**src/rtl/alu_issue_ctrl_pkg.sv**
```systemverilog
// Shared definitions for the ALU issue controller: FSM states, request
// opcodes and the ALU control encodings driven onto ALUCtrl.
package alu_issue_ctrl_pkg;

  typedef enum logic [1:0] {
    IDLE = 2'd0,
    EXEC = 2'd1,
    RESP = 2'd2
  } state_t;

  localparam logic [2:0] OP_AND   = 3'b000;
  localparam logic [2:0] OP_OR    = 3'b001;
  localparam logic [2:0] OP_ADD   = 3'b010;
  localparam logic [2:0] OP_SUB   = 3'b011;
  localparam logic [2:0] OP_PASSB = 3'b100;
  localparam logic [2:0] OP_CBZ   = 3'b101;
  localparam logic [2:0] OP_CBNZ  = 3'b110;
  localparam logic [2:0] OP_ILL   = 3'b111;

  localparam logic [3:0] CTRL_AND   = 4'b0000;
  localparam logic [3:0] CTRL_OR    = 4'b0001;
  localparam logic [3:0] CTRL_ADD   = 4'b0010;
  localparam logic [3:0] CTRL_SUB   = 4'b0110;
  localparam logic [3:0] CTRL_PASSB = 4'b0111;

  // CBZ/CBNZ let the ALU pass B through so its Zero flag tests B==0.
  function automatic logic [3:0] op_to_ctrl(input logic [2:0] op);
    logic [3:0] ctrl;
    ctrl = CTRL_PASSB;
    case (op)
      OP_AND:  ctrl = CTRL_AND;
      OP_OR:   ctrl = CTRL_OR;
      OP_ADD:  ctrl = CTRL_ADD;
      OP_SUB:  ctrl = CTRL_SUB;
      default: ctrl = CTRL_PASSB;
    endcase
    return ctrl;
  endfunction

endpackage

```
**src/rtl/alu_wait_counter.sv**
```systemverilog
// Down-counter that times how long the ALU inputs are held stable.
// Loaded with ALU_LAT-1 on accept; done flags the last hold cycle in EXEC.
module alu_wait_counter #(
  parameter int ALU_LAT = 2
) (
  input  logic clk,
  input  logic rst,
  input  logic load,
  input  logic en,
  output logic done
);

  logic [3:0] count;

  // Load on accept, then count down while the ALU is evaluating.
  always_ff @(posedge clk) begin
    if (rst) begin
      count <= 4'd0;
    end else if (load) begin
      count <= 4'(ALU_LAT - 1);
    end else if (en && (count != 4'd0)) begin
      count <= count - 4'd1;
    end
  end

  assign done = en && (count == 4'd0);

endmodule

```
**src/rtl/alu_issue_ctrl.sv**
```systemverilog
// Multi-cycle issue controller for the combinational ALU: registers one
// request onto the ALU buses, holds them ALU_LAT cycles, samples the result
// and returns it on a valid/ready response port. One operation in flight.
module alu_issue_ctrl
  import alu_issue_ctrl_pkg::*;
#(
  parameter int n       = 64,
  parameter int ALU_LAT = 2,
  parameter int TAGW    = 4
) (
  input  logic            CLK,
  input  logic            Reset,
  input  logic            ReqValid,
  output logic            ReqReady,
  input  logic [2:0]      ReqOp,
  input  logic [n-1:0]    ReqA,
  input  logic [n-1:0]    ReqB,
  input  logic [TAGW-1:0] ReqTag,
  output logic [3:0]      ALUCtrl,
  output logic [n-1:0]    ALUBusA,
  output logic [n-1:0]    ALUBusB,
  input  logic [n-1:0]    ALUBusW,
  input  logic            ALUZero,
  output logic            RspValid,
  input  logic            RspReady,
  output logic [n-1:0]    RspData,
  output logic            RspZero,
  output logic            RspTaken,
  output logic            RspErr,
  output logic [TAGW-1:0] RspTag
);

  state_t          state, state_next;
  logic            accept, illegal, done;

  logic [3:0]      ctrl_p1;
  logic [n-1:0]    bus_a_p1, bus_b_p1;
  logic [2:0]      op_p1;
  logic [TAGW-1:0] tag_p1;

  logic [n-1:0]    rsp_data_p2;
  logic            rsp_zero_p2, rsp_taken_p2, rsp_err_p2;

  // Branch resolution from the sampled zero flag.
  function automatic logic branch_taken(input logic [2:0] op, input logic zero);
    logic taken;
    taken = 1'b0;
    if (op == OP_CBZ)  taken = zero;
    if (op == OP_CBNZ) taken = ~zero;
    return taken;
  endfunction

  assign ReqReady = (state == IDLE) || ((state == RESP) && RspReady);
  assign accept   = ReqValid && ReqReady;
  assign illegal  = (ReqOp == OP_ILL);

  alu_wait_counter #(
    .ALU_LAT (ALU_LAT)
  ) u_wait (
    .clk  (CLK),
    .rst  (Reset),
    .load (accept && !illegal),
    .en   (state == EXEC),
    .done (done)
  );

  // State register.
  always_ff @(posedge CLK) begin
    if (Reset) state <= IDLE;
    else       state <= state_next;
  end

  // Next-state logic; an illegal op skips the ALU wait entirely.
  always_comb begin
    state_next = state;
    case (state)
      IDLE: if (accept) state_next = illegal ? RESP : EXEC;
      EXEC: if (done)   state_next = RESP;
      RESP: begin
        if (RspReady) state_next = accept ? (illegal ? RESP : EXEC) : IDLE;
      end
      default: state_next = IDLE;
    endcase
  end

  // Stage 1: operand/control capture on accept, response capture on sample.
  always_ff @(posedge CLK) begin
    if (Reset) begin
      ctrl_p1      <= CTRL_PASSB;
      bus_a_p1     <= '0;
      bus_b_p1     <= '0;
      op_p1        <= '0;
      tag_p1       <= '0;
      rsp_data_p2  <= '0;
      rsp_zero_p2  <= 1'b0;
      rsp_taken_p2 <= 1'b0;
      rsp_err_p2   <= 1'b0;
    end else begin
      if (accept && !illegal) begin
        ctrl_p1  <= op_to_ctrl(ReqOp);
        bus_a_p1 <= ReqA;
        bus_b_p1 <= ReqB;
      end
      if (accept) begin
        op_p1  <= ReqOp;
        tag_p1 <= ReqTag;
      end
      // Stage 2: result sampled after ALU_LAT stable cycles
      if ((state == EXEC) && done) begin
        rsp_data_p2  <= ALUBusW;
        rsp_zero_p2  <= ALUZero;
        rsp_taken_p2 <= branch_taken(op_p1, ALUZero);
        rsp_err_p2   <= 1'b0;
      end else if (accept && illegal) begin
        rsp_data_p2  <= '0;
        rsp_zero_p2  <= 1'b0;
        rsp_taken_p2 <= 1'b0;
        rsp_err_p2   <= 1'b1;
      end
    end
  end

  assign ALUCtrl  = ctrl_p1;
  assign ALUBusA  = bus_a_p1;
  assign ALUBusB  = bus_b_p1;
  assign RspValid = (state == RESP);
  assign RspData  = rsp_data_p2;
  assign RspZero  = rsp_zero_p2;
  assign RspTaken = rsp_taken_p2;
  assign RspErr   = rsp_err_p2;
  assign RspTag   = tag_p1;

endmodule

```
**config.mk**
```make
export PLATFORM = sky130hd
export DESIGN_NAME = alu_issue_ctrl
export DESIGN_NICKNAME = d
export VERILOG_FILES = /design/src/rtl/alu_issue_ctrl_pkg.sv /design/src/rtl/alu_wait_counter.sv /design/src/rtl/alu_issue_ctrl.sv
export SDC_FILE = /design/constraint.sdc
export NUM_CORES = 1
export LEC_CHECK = 0
export CORE_AREA = 5 5 158 160
export DETAILED_ROUTE_END_ITERATION = 8
export DIE_AREA = 0 0 163 165
export GPL_TIMING_DRIVEN = 0
export HOLD_SLACK_MARGIN = 0.03
export PLACE_DENSITY_LB_ADDON = 0.15
export RECOVER_POWER = 25
export SLEW_MARGIN = 0
export SYNTH_ARGS = -nofsm -noshare
export SYNTH_HDL_FRONTEND = slang
export SYNTH_SLANG_ARGS = --single-unit
export TNS_END_PERCENT = 100
```
**constraint.sdc**
```tcl
create_clock -name CLK -period 2.6 [get_ports CLK]
set_input_delay 0.52 -clock CLK [delete_from_list [all_inputs] [get_ports CLK]]
set_output_delay 0.52 -clock CLK [all_outputs]
set_load 0.02 [all_outputs]
```
==> results of run 1 <==
routing by layer:
| metal | vias up | wire (µm) | track usage (%) |
|---|---|---|---|
| met1 | 4759 | 14600 | 32.4 |
| met5 | - | 7 | 0 |
| met4 | 2 | 1420 | 9.45 |
| li1 | 4814 | - | - |
| met3 | 78 | 3670 | 8.11 |
| met2 | 470 | 17000 | 41.9 |
registers in the layout (all words and copies together), names as in the netlist:
| name | count |
|---|---|
| ALUBusA | 64 |
| ALUBusB | 64 |
| RspTaken | 1 |
| op_p1 | 3 |
| RspZero | 1 |
| RspErr | 1 |
| RspTag | 4 |
| ALUCtrl | 3 |
| state | 2 |
| RspData | 64 |
| u_wait.count | 4 |
logic make-up after synthesis:
| kind of cell | after synthesis | share of synthesized area, % |
|---|---|---|
| compound gates | 356 | 27.7 |
| simple gates | 229 | 15.7 |
| buf+inv | 226 | 10.2 |
| flops | 211 | 46.2 |
| fa+ha+maj | 1 | 0.137 |
| other cells | 1 | 0.0411 |
worst paths after layout:
path              slack, ns     endpoint  cells after the start
setup / recovery       0.16     ReqReady                      6
hold / removal         0.46   RspData[3]                      2
setup reg to reg       0.47  RspData[42]                      6
hold reg to reg        0.46   RspData[3]                      2
power by group:
| group | internal [mW] | switching, mW |
|---|---|---|
| clock network | 2.02 | 1.41 |
| registers | 3.45 | 0.119 |
| logic | 0.862 | 1.02 |
cell usage in the layout, fill, tap and decap left out, types with 37 or more instances in the layout:
cell,n
inv_1,71
a21oi_1,137
nand4_1,193
dfxtp_1,211
dlygate4sd3_1,42
clkbuf_1,101
buf_2,37
clkdlybuf4s50_1,363
o31ai_1,129
o41ai_1,47
what timing repair did:
action	in CTS	in global routing
buffers inserted	0	0
resized for setup	2	0
endpoints found under the setup margin	1	0
worst reg2reg max path: stages, from the launching register on:
cell and delay [ns]:
dfxtp_1 0.38, nand2b_1 0.17, buf_2 0.14, nor3_1 0.58, buf_2 0.38, buf_2 0.27, o41ai_1 0.09
layout make-up:
cell class | count | area [µm²]
clock buffers | 29 | 661
repair buffers | 406 | 4060
plain buffers | 153 | 663
inverters | 72 | 270
multi-input cells | 587 | 3970
well taps | 319 | 399
clock inverters | 16 | 139
diodes | 1 | 2.50
fillers | 2066 | 8870
flip-flops and latches | 211 | 4220
==> results_dict.tcl, run 1 <==
set metrics [dict create \
    grt_max_degree 20 \
    dieArea_um2 26900 \
    async_reset_ff_share_pct 0 \
    worst_path_dominant_cell_family "buffers and inverters" \
    crit_chain "clkdlybuf4s50_1 > nor2b_1 > buf_2 > buf_4 > nor2_1 > dlygate4sd2_1" \
    grt_pass1_wl_mm 56.0 \
    maxSlewViolCount 0 \
    antenna_left 0 \
    crit_type "in2out" \
    layout-area-overhead-vs-synth_pct 57.5 \
    clock_sinks 211 \
    dpl.cell_count 1749 \
    period_needed_ns 2.44 \
    status "finished, final reports clean" \
    core.rowCount 56 \
    max_freq_mhz 409 \
    leakagePower_nw 5.30 \
    cp_num_buf_inv 4 \
    drt-total-wl_mm 36.7 \
    setup-tns-final_ns 0 \
    power_density_nw_per_um2 617 \
    clk_pin_slew_worst_paths_ns 0.06 \
    ios 409 \
    grt.total_usage_pct 25.8 \
    cp.arrival_ns 1.92 \
    skew_ns 0.00742 \
    cp-startpoint "RspReady" \
    rsz0062_at_grt "no" \
    h-tree-depth 1 \
    syn-cell-area_um2 9130 \
    antenna_found_initial 2 \
    num_vias 10100 \
    start_util_pct 39.3 \
    die_x_um 163 \
    endpoint_kind "primary output" \
    crit_fanout 19 \
    worstMarginPinSlew_ns 0.753 \
    synth-seq-cells 211 \
    clock_latency_ns 0.51 \
    first_iter_violations 744 \
    hold_buffers 0 \
    first_global_vias 9942 \
    port_buffers 406 \
    dpl_cell_area_um2 13600 \
    stdcell_area_um2 14400 \
    critical-path-max-stage-delay_ns 0.44 \
    cp-start-kind "input port" \
    synth-main-ff-cell "dfxtp_1" \
    drive_gt1_share_pct 7.46 \
    slew_headroom_pct 49.8 \
    dp_hpwl_mm 27.0 \
    fin_ws_ns 0.155 \
    cts_tree "done" \
    synth_most_common_cell "dfxtp_1" \
    cts_max_path_buffers 3 \
    synth.top_cell.area_share_pct 46.2 \
    nets 1661 \
    overflow 0 \
    timing.final.crit_share_pct 94.0 \
    r2r-start "state[0]" \
    worstPathRequired_ns 2.08 \
    place_congestion 0.889 \
    power_mw 8.87 \
    dieHeight_um 165 \
    viasPerCell 5.64 \
    place_ws_ns -0.418 \
    ys_seq_area_share_pct 46.2 \
    syn_nets 1229 \
    yosysWarnings 0 \
    cpMaxStageDelayCell "clkdlybuf4s50_1" \
    cts_buffers 25 \
    dr.pass1.iters 5 \
    min_from "RspData[3]" \
    syn_area_per_cell_um2 8.92 \
    finalHoldViolCount 0 \
    synth_common_cells "211 x dfxtp_1, 193 x nand4_1, 137 x a21oi_1, 129 x o31ai_1, 99 x clkbuf_1" \
    cts-root-buf "clkbuf_16" \
    setup_violations 0 \
    wire_per_inst_um 20.5 \
    worstHoldPathType "reg2reg" \
    holdWs_ns 0.459 \
    netlist_instances 1024 \
    maxCapViolations 0 \
    core_area_um2 23300 \
    synth_top_cell_by_area "dfxtp_1" \
    synth_area_leaders "dfxtp_1 46%, nand4_1 13%, o31ai_1 11%" \
    remaining_drc_errors 0 \
    final_cells 1794 \
    synth_enable_flop_cells 0 \
    utilization_pct 61.9 \
    ir_drop_uv 400 \
    ys_types 41 \
]
(Power assumes the default switching activity.)
==> inputs of run 2 (changes only) <==
CORE_AREA = default   (was 5 5 158 160)
CORE_MARGIN = 5   (was default)
CORE_UTILIZATION = 40   (was default)
DIE_AREA = default   (was 0 0 163 165)
==> results_dict.tcl, run 2 (synthesized netlist as in run 1, its figures left out) <==
set metrics [dict create \
    maxCapViolations 0 \
    dieHeight_um 161 \
    cts_max_path_buffers 3 \
    overflow 0 \
    slew_headroom_pct 49.1 \
    viasPerCell 5.73 \
    grt.total_usage_pct 25.9 \
    holdWs_ns 0.458 \
    cts_tree "done" \
    status "finished, final reports clean" \
    crit_fanout 19 \
    drive_gt1_share_pct 6.66 \
    antenna_left 0 \
    cts_buffers 24 \
    clock_sinks 211 \
    core_area_um2 22600 \
    num_vias 10100 \
    max_freq_mhz 410 \
    dr.pass1.iters 7 \
    first_iter_violations 741 \
    clk_pin_slew_worst_paths_ns 0.06 \
    layout_common_cells "368 x clkdlybuf4s50_1, 211 x dfxtp_1, 193 x nand4_1" \
    rsz0062_at_grt "no" \
    dp_hpwl_mm 26.3 \
    utilization_pct 63.3 \
    final_common_cell "clkdlybuf4s50_1" \
    finalHoldViolCount 0 \
    ir_drop_uv 378 \
    h-tree-depth 1 \
    wire_per_inst_um 20.6 \
    maxSlewViolCount 0 \
    nets 1660 \
    hold_buffers 0 \
    die_x_um 161 \
    power_density_nw_per_um2 606 \
    cts-root-buf "clkbuf_16" \
    layout-area-overhead-vs-synth_pct 56.4 \
    drt-total-wl_mm 36.2 \
    dieArea_um2 26000 \
    remaining_drc_errors 0 \
    setup_violations 0 \
    cp-start-kind "input port" \
    worstMarginPinSlew_ns 0.763 \
    timing.final.crit_share_pct 93.8 \
    worstPathRequired_ns 2.08 \
    ios 409 \
    port_buffers 406 \
    core.rowCount 55 \
    leakagePower_nw 5.24 \
    clock_latency_ns 0.51 \
    first_global_vias 9647 \
    antenna_cells 0 \
    place_congestion 0.889 \
    grt_max_degree 20 \
    endpoint_kind "primary output" \
    cp.arrival_ns 1.92 \
    antenna_found_initial 0 \
    worstHoldPathType "reg2reg" \
    grt_pass1_wl_mm 55.0 \
    period_needed_ns 2.44 \
    start_util_pct 40.5 \
    skew_ns 0.00897 \
    crit_type "in2out" \
]
-- run 2: path summary, 6_finish.rpt --
kind | slack, ns | to | depth (start not counted) | start
max | 0.16 | ReqReady | 6 | RspReady
min | 0.46 | RspData[18] | 2 | RspData[18]
max reg2reg | 0.43 | u_wait.count[0] | 6 | state[1]
min reg2reg | 0.46 | RspData[18] | 2 | RspData[18]
-- run 2: final cells by class --
| cell class | count | area (µm²) |
|---|---|---|
| sequential | 211 | 4220 |
| clock inverter | 4 | 20.0 |
| inverter | 72 | 270 |
| clock buffer | 39 | 718 |
| fill | 1978 | 8290 |
| tap | 285 | 357 |
| buffer | 153 | 661 |
| multi-input combinational | 587 | 3970 |
| timing repair buffer | 406 | 4060 |
-- run 2: power by group --
part           total, mW  switching (mW)  internal, mW
sequential          3.57           0.123          3.45
clock               3.21            1.33          1.88
combinational       1.87            1.01         0.864
-- run 2: timing repair --
item	in CTS	in global routing
gates resized for setup	2	0
setup buffers	0	0
endpoints found under the setup margin	1	0
-- run 2: metal layers --
layer  vias to the layer above  track usage [%]  share of wire, %
met5                         -                0                 0
met4                         0             7.99               3.2
met3                        70             7.02               8.2
met2                       445             42.6                47
met1                      4727             33.3                42
li1                       4822                -                 -
-- run 2: metrics by stage --
| stage | worst slack, ns | area (µm²) | power (mW) | TNS, ns | cells |
|---|---|---|---|---|---|
| detailed placement | -0.433 | 13600 | 5.51 | -6.71 | 1715 |
| finish | 0.162 | 14300 | 8.65 | 0 | 1757 |
| global placement | -0.420 | 13600 | 5.49 | -2.78 | 1715 |
| CTS | 0.148 | 14300 | 8.72 | 0 | 1757 |
| global route | 0.0178 | 14300 | 9.00 | 0 | 1757 |
| floorplan | 0.768 | 9130 | 4.53 | 0 | 1024 |
-- run 2: worst max-delay path: stages --
cell             delay [ns]
clkdlybuf4s50_1        0.44
nor2b_1                0.12
buf_2                  0.18
buf_4                  0.25
nor2_1                 0.06
dlygate4sd2_1          0.34
==> inputs of run 3 (changes only) <==
RECOVER_POWER = default   (was 25)
==> results_dict.tcl, run 3 (synthesized netlist as in run 1, its figures left out) <==
set metrics [dict create \
    status "finished, final reports clean" \
    place_congestion 0.889 \
    cts_setup_buffers 0 \
    die_x_um 161 \
    antenna_left 0 \
    power_mw 8.66 \
    layout_common_cells "405 x clkdlybuf4s50_1, 211 x dfxtp_1, 193 x nand4_1" \
    cp-start-kind "input port" \
    dpl_cell_area_um2 13600 \
    leakagePower_nw 5.14 \
    dieArea_um2 26000 \
    ir_drop_uv 379 \
    dr.pass1.iters 6 \
    num_vias 10000 \
    clk_pin_slew_worst_paths_ns 0.06 \
    period_needed_ns 2.44 \
    hold_buffers 0 \
    reg2reg_depth 8 \
    slew_headroom_pct 50.4 \
    clock_sinks 211 \
    h-tree-depth 1 \
    layout-area-overhead-vs-synth_pct 56.5 \
    power_density_nw_per_um2 606 \
    worstReg2RegEnd "RspData[42]" \
    antenna_found_initial 0 \
    dpl.cell_count 1715 \
    dieHeight_um 161 \
    setup_violations 0 \
    max_freq_mhz 409 \
    cts_max_path_buffers 3 \
    grt_pass1_wl_mm 55.0 \
    cts-root-buf "clkbuf_16" \
    crit_end "ReqReady" \
    worstMarginPinSlew_ns 0.744 \
    ios 409 \
    cp.arrival_ns 1.92 \
    dp_hpwl_mm 26.3 \
    nets 1660 \
    first_global_vias 9647 \
    core.rowCount 55 \
    rsz0062_at_grt "no" \
    endpoint_kind "primary output" \
    maxSlewViolCount 0 \
    grt.total_usage_pct 25.9 \
    port_buffers 406 \
    cts_tree "done" \
    wire_per_inst_um 20.6 \
    finalHoldViolCount 0 \
    worstHoldPathType "reg2reg" \
    drt-total-wl_mm 36.2 \
    clock_latency_ns 0.51 \
    remaining_drc_errors 0 \
    cp-startpoint "RspReady" \
    overflow 0 \
    crit_type "in2out" \
    crit_fanout 19 \
    start_util_pct 40.5 \
    final_common_cell "clkdlybuf4s50_1" \
    cts_buffers 24 \
    viasPerCell 5.72 \
    maxCapViolations 0 \
    r2r-start "u_wait.count[0]" \
    holdWs_ns 0.460 \
    grt_max_degree 20 \
    cts_resized 2 \
    r2r_slack_ns 0.62 \
    drive_gt1_share_pct 6.93 \
    timing.final.crit_share_pct 94.0 \
    core_area_um2 22600 \
    first_iter_violations 736 \
    worstPathRequired_ns 2.08 \
    final_cells 1757 \
    stdcell_area_um2 14300 \
    antenna_cells 0 \
    skew_ns 0.00653 \
]
[run 3: cell types whose count changed in the layout (fill, tap and decap cells not counted), sizes merged]
cell | previous run | this run
dlygate4sd3 | 37 | 0
clkdlybuf4s50 | 368 | 405
clkbuf | 141 | 138
buf | 51 | 54
[run 3: worst min path at each step]
stage                             end   startpoint  cells past startpoint  slack (ns)
after floorplan              op_p1[2]     op_p1[2]                      2        0.45
after global placement     RspData[1]   RspData[1]                      2        0.45
after detailed placement  RspData[40]  RspData[40]                      2        0.45
after CTS                 RspData[40]  RspData[40]                      2        0.46
after global routing      RspData[11]  RspData[11]                      2        0.47
final                        RspTaken     RspTaken                      2        0.46
[run 3: cell type report]
class	count	area [µm²]
Tap cell	285	357
Inverter	72	270
Sequential cell	211	4220
Clock inverter	4	20.0
Timing Repair Buffer	406	4060
Fill cell	1974	8280
Multi-Input combinational cell	587	3970
Buffer	153	664
Clock buffer	39	718
[run 3: where the power goes]
group / switching, mW / internal (mW) / total (mW)
Clock: 1.32 / 1.88 / 3.20
Combinational: 1.01 / 0.877 / 1.89
Sequential: 0.124 / 3.45 / 3.57
Total: 2.46 / 6.20 / 8.66
[run 3: routing by layer]
layer,vias to the layer above,routed length [µm],GRT usage [%]
li1,4815,-,-
met1,4714,15100,33.3
met2,449,17000,42.6
met3,69,2950,7.02
met4,0,1130,7.99
met5,-,0,0
[run 3: critical path, cell delays in order]
cell and delay (ns):
clkdlybuf4s50_1 0.44, nor2b_1 0.12, buf_2 0.19, buf_4 0.25, nor2_1 0.06, dlygate4sd2_1 0.34
[run 3: metrics by stage]
step / util [%] / worst slack, ns / setup TNS, ns
after global placement: 60.0 / -0.420 / -2.78
after detailed placement: 60.0 / -0.433 / -6.71
final: 63.3 / 0.157 / 0
after CTS: 63.3 / 0.148 / 0
after global routing: 63.3 / 0.00258 / 0
after floorplan: - / 0.768 / 0
